--- src/rtl/ram_loader_pkg.sv ---
// Shared types and constants for the UART-to-RAM program loader.
// Imported by ram_loader and byte_packer.
package ram_loader_pkg;

  localparam int DEF_ADDR_W     = 11;
  localparam int BYTES_PER_WORD = 4;

  typedef enum logic [2:0] {
    IDLE,
    HDR_ADDR,
    HDR_CNT,
    DATA,
    WRITE,
    DONE
  } state_t;

endpackage

--- src/rtl/ram_loader_byte_packer.sv ---
// Collects bytes MSB first into a 32-bit word.
// word is combinational and valid alongside word_valid on the 4th byte.
module byte_packer
  import ram_loader_pkg::*;
(
  input  logic        clk,
  input  logic        rst_n,
  input  logic        clr,
  input  logic        take,
  input  logic [7:0]  byte_in,
  output logic [31:0] word,
  output logic        word_valid
);

  logic [1:0]  cnt;
  logic [23:0] sr;

  assign word       = {sr, byte_in};
  assign word_valid = take && (cnt == 2'(BYTES_PER_WORD - 1));

  always_ff @(posedge clk or negedge rst_n) begin
    if (!rst_n) begin
      cnt <= 2'd0;
      sr  <= 24'd0;
    end else if (clr) begin
      cnt <= 2'd0;
      sr  <= 24'd0;
    end else if (take) begin
      cnt <= cnt + 2'd1;
      sr  <= {sr[15:0], byte_in};
    end
  end

endmodule

--- src/rtl/ram_loader.sv ---
// Byte-stream frame loader driving the write port of the program RAM.
// Frame: start address, word count, then count big-endian words.
module ram_loader
  import ram_loader_pkg::*;
#(
  parameter int ADDR_W = DEF_ADDR_W,
  parameter int DATA_W = 32
) (
  input  logic              clk,
  input  logic              rst_n,
  input  logic              en,
  input  logic              in_valid,
  input  logic [7:0]        in_data,
  output logic              in_ready,
  output logic              ram_en,
  output logic              ram_we,
  output logic [ADDR_W-1:0] ram_addr,
  output logic [DATA_W-1:0] ram_din,
  output logic              busy,
  output logic              done,
  output logic              err,
  output logic [31:0]       checksum
);

  localparam logic [32:0]     DEPTH = 33'(1) << ADDR_W;
  localparam logic [ADDR_W:0] ONE   = {{ADDR_W{1'b0}}, 1'b1};

  state_t state, state_n;

  logic              rdy_q;
  logic              fire;
  logic              pk_clr;
  logic [31:0]       word;
  logic              wv;
  logic [ADDR_W-1:0] addr_q;
  logic              hi_q;
  logic [ADDR_W:0]   rem_q;
  logic [32:0]       span;
  logic              hdr_bad;
  logic              done_n;
  logic              err_set;

  assign in_ready = rdy_q & en;
  assign fire     = in_valid & in_ready;
  assign pk_clr   = !en && (state != IDLE);

  byte_packer u_pack (
    .clk        (clk),
    .rst_n      (rst_n),
    .clr        (pk_clr),
    .take       (fire),
    .byte_in    (in_data),
    .word       (word),
    .word_valid (wv)
  );

  // 33-bit sum so a frame ending past the top cannot wrap to look legal
  assign span    = {{(33 - ADDR_W){1'b0}}, addr_q} + {1'b0, word};
  assign hdr_bad = ({1'b0, word} > DEPTH) || (span > DEPTH) || hi_q;

  always_comb begin
    state_n = state;
    done_n  = 1'b0;
    err_set = 1'b0;
    if (state != IDLE && !en) begin
      state_n = IDLE;
    end else begin
      unique case (state)
        IDLE: begin
          if (fire) state_n = HDR_ADDR;
        end
        HDR_ADDR: begin
          if (wv) state_n = HDR_CNT;
        end
        HDR_CNT: begin
          if (wv) begin
            if (hdr_bad) begin
              err_set = 1'b1;
              state_n = IDLE;
            end else if (word == 32'd0) begin
              done_n  = 1'b1;
              state_n = IDLE;
            end else begin
              state_n = DATA;
            end
          end
        end
        DATA: begin
          if (wv) state_n = WRITE;
        end
        WRITE: begin
          state_n = (rem_q == ONE) ? DONE : DATA;
        end
        DONE: begin
          state_n = IDLE;
        end
        default: state_n = IDLE;
      endcase
    end
  end

  always_ff @(posedge clk or negedge rst_n) begin
    if (!rst_n) begin
      state    <= IDLE;
      rdy_q    <= 1'b0;
      busy     <= 1'b0;
      done     <= 1'b0;
      err      <= 1'b0;
      checksum <= 32'd0;
      ram_en   <= 1'b0;
      ram_we   <= 1'b0;
      ram_addr <= '0;
      ram_din  <= '0;
      addr_q   <= '0;
      hi_q     <= 1'b0;
      rem_q    <= '0;
    end else begin
      state  <= state_n;
      rdy_q  <= (state_n == IDLE) || (state_n == HDR_ADDR) ||
                (state_n == HDR_CNT) || (state_n == DATA);
      busy   <= (state_n != IDLE);
      done   <= done_n || (state_n == DONE);
      ram_en <= (state_n == WRITE);
      ram_we <= (state_n == WRITE);
      if (state == IDLE && fire) begin
        err      <= 1'b0;
        checksum <= 32'd0;
      end
      if (err_set) err <= 1'b1;
      if (state == HDR_ADDR && wv) begin
        addr_q <= word[ADDR_W-1:0];
        hi_q   <= |word[31:ADDR_W];
      end
      if (state == HDR_CNT && wv) rem_q <= word[ADDR_W:0];
      if (state == DATA && wv) begin
        ram_din  <= word[DATA_W-1:0];
        ram_addr <= addr_q;
      end
      // the write is committed even if en drops during WRITE
      if (state == WRITE) begin
        checksum <= checksum + 32'(ram_din);
        addr_q   <= addr_q + 1'b1;
        rem_q    <= rem_q - ONE;
      end
    end
  end

endmodule
--- config.mk ---
export PLATFORM = sky130hd
export DESIGN_NAME = ram_loader
export DESIGN_NICKNAME = d
export VERILOG_FILES = /design/src/rtl/ram_loader_pkg.sv /design/src/rtl/ram_loader_byte_packer.sv /design/src/rtl/ram_loader.sv
export SDC_FILE = /design/constraint.sdc
export NUM_CORES = 1
export LEC_CHECK = 0
export BUFFER_PORTS_ARGS = -buffer_cell sky130_fd_sc_hd__buf_2
export CORE_ASPECT_RATIO = 2
export CORE_UTILIZATION = 40
export DETAILED_ROUTE_END_ITERATION = 10
export GPL_TIMING_DRIVEN = 0
export HOLD_SLACK_MARGIN = 0.02
export PLACE_DENSITY = 0.68
export SYNTH_ARGS = -nofsm -noshare
export SYNTH_HDL_FRONTEND = slang
export SYNTH_SLANG_ARGS = --single-unit
--- constraint.sdc ---
create_clock -name clk -period 2.8 [get_ports clk]
set_clock_uncertainty 0.05 [all_clocks]
set_input_delay 0.14 -clock clk [delete_from_list [all_inputs] [get_ports clk]]
set_output_delay 0.14 -clock clk [all_outputs]
set_load 0.05 [all_outputs]
### Word level (Yosys, flattened, before mapping)

Cells that the tools add are included.

| storage, ports and cells | value |
|---|---|
| logic and storage cells | 88 |
| bits in registers | 133 |
| bits of input ports | 12 |
| output and inout bits | 81 |

| operators by class | value |
|---|---|
| multiplexer cells | 30 |
| bitwise operators | 2 |
| order comparisons | 2 |
| reductions and logical operators | 24 |
| add/subtract/negate cells | 5 |
| equal/unequal tests | 11 |

Operator list:

| operator | count |
|---|---|
| 2-to-1 mux 32 bit | 2 |
| 2-to-1 mux 24 bit | 2 |
| adder 11 x 32 -> 33 bit | 1 |
| greater-than comparator 33 x 12 -> 1 bit (second input constant) | 1 |
| adder 32 bit | 1 |
| greater-than comparator 32 x 12 -> 1 bit (second input constant) | 1 |
| zero test 32 bit | 1 |
| 2-to-1 mux 12 bit | 2 |
| 2-to-1 mux 11 bit | 2 |
| OR reduction 21 bit | 1 |
| 2-to-1 mux 3 bit | 6 |
| case mux 3 bit (5 select lines) | 1 |
| == test 12 x 1 -> 1 bit (second input constant) | 1 |
| == test 3 x 2 -> 1 bit (second input constant) | 4 |
| subtractor 12 x 1 -> 12 bit (second input constant) | 1 |
| adder 11 x 1 -> 11 bit (second input constant) | 1 |
| 2-to-1 mux 1 bit | 11 |
| nonzero test 2 bit | 5 |
| == test 3 bit (second input constant) | 3 |
| 2-to-1 mux 2 bit | 4 |
| == test 3 x 1 -> 1 bit (second input constant) | 2 |
| logical AND 1 bit | 6 |
| zero test 3 bit | 2 |
| logical OR 1 bit | 6 |
| 5 further kinds | 7 |

### Logic depth before layout (Yosys ltp)

Gate-level depths: netlist (run 1).

| depth | value |
|---|---|
| depth in word-level cells | 12 |
| depth in mapped cells | 12 |
| depth with buffers taken out | 12 |

### Modules after synthesis

Synthesis (run 1) repeated with hierarchy kept, for this count alone.

| unflattened totals | value |
|---|---|
| cell total of the unflattened synthesis | 822 |
| area, all modules | 7,893.8 um^2 |

By module, submodules not included:

| module | sequential area each (um^2) | times used | cells an instance | area each (um^2) |
|---|---|---|---|---|
| ram_loader | 2,677.6 | 1 | 728 | 6,740.2 |
| byte_packer | 650.6 | 1 | 94 | 1,153.6 |

### Least setup slack after synthesis (run 1)

OpenSTA, ideal clock, no wires.

| path | value |
|---|---|
| path type | register to register |
| start point | reg ram_din[0] |
| end point | reg checksum[28] |
| data required time | 2.620 ns |
| path buffers | 0 |
| path slack | -0.475 ns |
| clock period less this slack | 3.275 ns |
| cell stages (with the launch flop) | 13 |
| data arrival time | 3.096 ns |
| library setup time | 0.130 ns |
| cell sequence | dfrtp_1 -> ha_1 -> fa_1 -> a21o_1 -> a221oi_4 -> o221a_1 -> o21ai_2 -> a221o_4 -> a41oi_4 -> nand2b_1 -> a21oi_2 -> xor2_1 -> o21ai_1 |

| on the way | value |
|---|---|
| cells in the longest elaborated chain, start to end | 2 |

Ends and longest elaborated chain:

| item | line | text |
|---|---|---|
| from (decl) | ram_loader.sv:18 | `output logic [DATA_W-1:0] ram_din,` |
| from (signal assigned) | ram_loader.sv:136 | `ram_din <= word[DATA_W-1:0];` |
| adder 32 bit | ram_loader.sv:141 | `checksum <= checksum + 32'(ram_din);` |
| 2-to-1 mux 32 bit | ram_loader.sv:140 | `if (state == WRITE) begin` |
| to (signal assigned) | ram_loader.sv:141 |  |
| to (decl) | ram_loader.sv:22 | `output logic [31:0] checksum` |

Every way passes these cells.
A chain may end at the register's enable or synchronous reset.

### Final worst setup path (run 1)

| path | value |
|---|---|
| start point | reg ram_din[0] |
| end point | reg checksum[24] |

Same word-level chain as after synthesis.

==> impl_metrics.toml, run 1 <==
[status]
outcome = "complete, but fails checks"
violations = "setup timing"

[logic_synthesis]
synth_flop_cell = "dfrtp_1"
synth_seq_area_share = 0.441
async_flop_share = 1.00
ys_warn_count = 0
synth_edf_count = 0
synthTopCellsByArea = "dfrtp_1 44%, ha_1 7.6%, nand2_1 6.6%"
synth_area_per_cell_um2 = 9.50
syn_nets = 854
syn_area_um2 = 7540
syn_inst = 794
synth_top_area_cell = "dfrtp_1"
yosys.area.top_type_share = 0.441
synth.distinct_cells = 66
ys_seq_elements = 133
netlist_top_cells_count = "133 x dfrtp_1, 133 x nand2_1, 75 x a21oi_1, 54 x o21ai_0, 51 x nor2_1"

[timing]
hold_viol_final = 0
rsz0062_at_grt = "yes"
setup_viol = 13
setup_slack_ps = -324
slew_violations = 0
clock.fmax_mhz = 320
period_share = 1.12
fin_crit_ps = 3120
relSlewSlack = 0.431
worst_pin_slew_ps = 845

[finish]
final_layout_size_suffix_gt1_frac = 0.284
utilization = 0.517
final.fill_count = 1674
final_nets = 999
multi_input_area_um2 = 4300
instances_no_fill = 1167
area_growth_pct = 26.1
regArea_um2 = 3340
stdcell_area_um2 = 9510
diodes = 0

[placement]
portBuffers = 91
dpl_cell_area_um2 = 8340
placedCellCount = 1102
dp_hpwl_um = 16000
gp_congestion = 0.916

[floorplanning]
ios = 93
die_h_um = 196
row_count = 70
start_util = 0.410
die_x_um = 99.1
die-area_um2 = 19400
core_area_um2 = 18400

[global_route]
gr-total-overflow = 0
track_usage = 0.238
grt_pass1_vias = 6748
antenna_found_initial = 0
grt_pass1_wl_um = 35500
grt_start_max_net_pins = 72

[power_and_ir_drop]
total_leakage_power_nw = 4.55
irDropWorstVdd_uv = 413
p_per_area_nw_per_um2 = 603

[clock_network]
cts-root-buf = "clkbuf_16"
clock-sinks = 133
cts_inserted_buffers = 17
htreeDepth = 4
clkLatencyLatePin_ps = 430
clk_pin_slew_ps = 60
cts_tree = "built"
cts_max_path_buffers = 2

[routing]
wirelength_um = 22600
drt-pass1-iter-count = 6
drtIter0Drc = 393
wl_per_cell_um = 19.3
routed_via_density = 5.80
drtAntennaViolNets = 0
vias = 6774
route.detailed.drc = 0

[critical_path]
worstPathMaxFanout = 4
cp-start-kind = "register"
crit_family = "compound AO/OA/AOI/OAI gates"
slowest_delay_ps = 430
path_cells = "ha_4, fa_2, a21o_1, a221oi_4, o221a_1, o21ai_2, a221o_4, a21oi_4, o21bai_1, a21oi_1, xor2_1, o21ai_1"
cp-end-kind = "register"
critical-path-slowest-cell = "dfrtp_2"
critPathKind = "reg2reg"
cp_num_buf_inv = 0
critPathArrivalTime_ps = 3360
cp_data_required_time_ps = 3040

[min_path]
hold_class = "in2reg"

[job]
cap_violations = 0
-- where the power goes --
group	switching, mW	internal, mW	leakage [nW]	total, mW
clock	0.904	1.53	0.306	2.44
sequential	0.205	2.06	1.77	2.26
combinational	0.591	0.438	2.47	1.03
-- layout make-up --
cell class / instances / share of cell area
plain buffers: 30 / 0.0124
clock buffers: 19 / 0.0476
inverters: 18 / 0.00711
clock inverters: 12 / 0.0186
well taps: 216 / 0.0284
flip-flops and latches: 133 / 0.352
multi-input cells: 613 / 0.452
repair buffers: 126 / 0.0821
-- tightest hold or removal path, stage by stage --
cell and delay (ps):
buf_2 180, nand2_1 80, a21oi_1 60
-- cell families (layout without fill, tap and decap cells) --
kind of cell | count (synthesis) | in the layout | share of synthesized area
AND/OR/NAND/NOR | 266 | 266 | 0.158
AO/OA/AOI/OAI | 221 | 221 | 0.189
flip-flops | 133 | 133 | 0.441
adder cells (fa/ha/maj) | 48 | 48 | 0.0816
buffers and inverters | 48 | 205 | 0.0246
multiplexers | 45 | 45 | 0.0669
XOR/XNOR | 33 | 33 | 0.0383
-- sequential cells by signal, summed over array words and instances (netlist names), 2 cells and up --
register / count
u_pack.sr: 24
state: 3
checksum: 32
u_pack.cnt: 2
ram_addr: 11
ram_din: 32
addr_q: 11
rem_q: 12
-- cells in the final DEF, fill, tap and decap left out, types with 14 or more instances in the layout --
| master | netlist | final |
|---|---|---|
| buf_2 | 1 | 91 |
| a21oi_1 | 75 | 67 |
| inv_1 | 18 | 18 |
| dfrtp_1 | 133 | 120 |
| xor2_1 | 17 | 17 |
| buf_4 | 1 | 23 |
| nand3_1 | 17 | 17 |
| clkbuf_16 | 0 | 17 |
| xnor2_1 | 16 | 14 |
| ha_1 | 46 | 34 |
| o21ai_0 | 54 | 44 |
| mux2_2 | 43 | 43 |
| a21o_1 | 17 | 17 |
| nor2_1 | 51 | 50 |
| clkbuf_1 | 25 | 25 |
| nand2_1 | 133 | 133 |
-- routing by layer --
metal	vias up	track usage	wire length [um]
met5	-	0	0
met4	0	0.147	1170
met3	81	0.0314	884
met2	224	0.448	12600
met1	3300	0.245	7920
li1	3169	-	-
-- through the flow --
step | hold WS [ps] | setup WS (ps) | TNS [ps] | power (mW)
floorplan | -206 | -265 | -1000 | 2.85
global placement | 407 | -616 | -53450 | 3.13
detailed placement | 121 | -468 | -4750 | 3.16
CTS | 23.6 | -317 | -1510 | 5.63
global route | 55.0 | -440 | -3230 | 5.95
finish | 37.4 | -324 | -1630 | 5.73
-- worst paths after layout --
check,start,endpoint,slack (ps),depth (start not counted)
setup / recovery,ram_din[0],checksum[24],-320,12
hold / removal,in_data[7],u_pack.sr[7],40,3
setup reg to reg,ram_din[0],checksum[24],-320,12
hold reg to reg,hi_q,hi_q,440,2
max in group asynchronous,rst_n,checksum[4],1690,3
min in group asynchronous,rst_n,ram_addr[1],220,2
-- timing repair --
| item | CTS | global route |
|---|---|---|
| gates resized for setup | 36 | 24 |
| hold endpoints to repair | 70 | 0 |
| setup buffers | 15 | 14 |
| hold buffers | 7 | 0 |
| pin swaps | 26 | 25 |
| setup endpoints to repair | 28 | 17 |
| gates cloned | 0 | 0 |
No activity file was read; power rests on OpenSTA's default activity.
==> run 2: changes to the inputs <==
--- a/config.mk
+++ b/config.mk
@@ -11,7 +11,7 @@
 export DETAILED_ROUTE_END_ITERATION = 10
 export GPL_TIMING_DRIVEN = 0
 export HOLD_SLACK_MARGIN = 0.02
-export PLACE_DENSITY = 0.68
+export PLACE_DENSITY = 0.66
 export SYNTH_ARGS = -nofsm -noshare
 export SYNTH_HDL_FRONTEND = slang
 export SYNTH_SLANG_ARGS = --single-unit
==> constraint.sdc (replaced) <==
create_clock -name clk -period 3.5 [get_ports clk]
set_clock_uncertainty 0.05 [all_clocks]
set_input_delay 0.175 -clock clk [delete_from_list [all_inputs] [get_ports clk]]
set_output_delay 0.175 -clock clk [all_outputs]
set_load 0.05 [all_outputs]
==> impl_metrics.toml, run 2 (synthesis gave the netlist of run 1 again) <==
[power_and_ir_drop]
total_leakage_power_nw = 4.42
finalPower_mw = 4.30
p_per_area_nw_per_um2 = 482
irDropWorstVdd_uv = 337

[clock_network]
clk_pin_slew_ps = 60
cts_tree = "built"
cts_max_path_buffers = 2
htreeDepth = 4
cts_inserted_buffers = 17
clkLatencyLatePin_ps = 430
clock-sinks = 133
cts-root-buf = "clkbuf_16"

[timing]
period_share = 0.952
slew_violations = 0
holdWs_ps = 48.1
setup_slack_ps = 168
setup_viol = 0
clock.fmax_mhz = 300
worst_pin_slew_ps = 1040
relSlewSlack = 0.303
rsz0062_at_grt = "no"
fin_crit_ps = 3330
setup_tns_ps = 0
hold_viol_final = 0

[critical_path]
critPathArrivalTime_ps = 3580
cp-start-kind = "register"
rr_startpoint = "addr_q[0]"
regToRegSetupSlack_ps = 170
critPathKind = "reg2reg"
reg2regPathDepth = 12
worstPathMaxFanout = 6
cp_data_required_time_ps = 3750
cp-end-kind = "register"
reg2reg_to = "done"

[finish]
area_growth_pct = 18.4
stdcell_area_um2 = 8930
largestRegisters = "checksum x32, ram_din x32, u_pack.sr x24"
final_layout_size_suffix_gt1_frac = 0.211
diodes = 0
regArea_um2 = 3330
final.fill_count = 1794
final_nets = 969
utilization = 0.486
final_common_cell = "nand2_1"
final_cell_mix = "133 x nand2_1, 132 x dfrtp_1, 91 x buf_2, 74 x a21oi_1, 54 x o21ai_0"
multi_input_area_um2 = 4030
instances_no_fill = 1138

[global_route]
track_usage = 0.227
grt_pass1_vias = 6527
grt_pass1_wl_um = 33800
gr-total-overflow = 0
grt_start_max_net_pins = 71
antenna_found_initial = 0

[routing]
wirelength_um = 21300
route.detailed.drc = 0
routed_via_density = 5.72
drtAntennaViolNets = 0
drt-pass1-iter-count = 5
wl_per_cell_um = 18.7
vias = 6515
drtIter0Drc = 230

[placement]
dpl_cell_area_um2 = 8300
placedCellCount = 1102
gp_congestion = 0.929
post-place-ws_ps = 118
dp_hpwl_um = 15900
portBuffers = 91

[floorplanning]
ios = 93
die-area_um2 = 19400
die_x_um = 99.1
core_area_um2 = 18400
row_count = 70
start_util = 0.410
die_h_um = 196

[job]
cap_violations = 0

[min_path]
hold_class = "in2reg"
worstHoldStart = "in_data[6]"
holdPathEnd = "u_pack.sr[6]"
whs_path_depth = 3

[status]
outcome = "finished, final reports clean"
==> run 2: cell types whose count changed in the layout (fill, tap and decap cells not counted), sizes merged <==
| cell | delta |
|---|---|
| bufinv | -3 |
| clkinv | -2 |
| buf | -26 |
| inv | +6 |
| dlygate4sd3 | -4 |
==> run 2: timing repair <==
action / 4_1_cts / 5_1_grt
hold buffers: 3 / 0
buffers inserted: 0 / 1
gates resized for setup: 0 / 2
endpoints found under the setup margin: 0 / 3
endpoints found under the hold margin: 65 / 0
==> run 2: how the worst max path moves through the flow <==
stage | startpoint | to | depth (start not counted)
after detailed placement | addr_q[0] | done | 12
final | addr_q[0] | done | 12
after floorplan | ram_din[0] | checksum[28] | 12
after CTS | addr_q[0] | done | 12
after global placement | ram_din[0] | checksum[30] | 12
after global routing | addr_q[0] | done | 12
==> run 2: power by group <==
group | total [mW] | switching [mW] | internal [mW]
Combinational | 0.696 | 0.416 | 0.280
Sequential | 1.80 | 0.158 | 1.64
Clock | 1.81 | 0.768 | 1.04
Total | 4.30 | 1.34 | 2.96
==> run 2: area by class of cell <==
type | count | area share
Inverter | 18 | 0.00756
Timing Repair Buffer | 96 | 0.0590
Clock buffer | 19 | 0.0507
Tap cell | 216 | 0.0303
Multi-Input combinational cell | 613 | 0.451
Clock inverter | 13 | 0.0151
Sequential cell | 133 | 0.373
Buffer | 30 | 0.0132
==> run 2: per-layer routing <==
layer,GRT usage,vias up,part of all wire
met2,0.426,174,0.55
met4,0.135,0,0.046
met3,0.0324,61,0.032
met5,0,-,0
li1,-,3096,-
met1,0.235,3184,0.37
==> run 2: worst max-delay path, stage by stage (launching register included) <==
cell	delay [ps]
dfrtp_1	450
ha_1	250
fa_1	410
a21o_1	210
a21oi_2	210
o21ai_0	130
a21o_1	180
a21oi_1	240
mux2i_1	200
and3_1	210
o32a_1	150
o221ai_1	120
o31ai_1	390
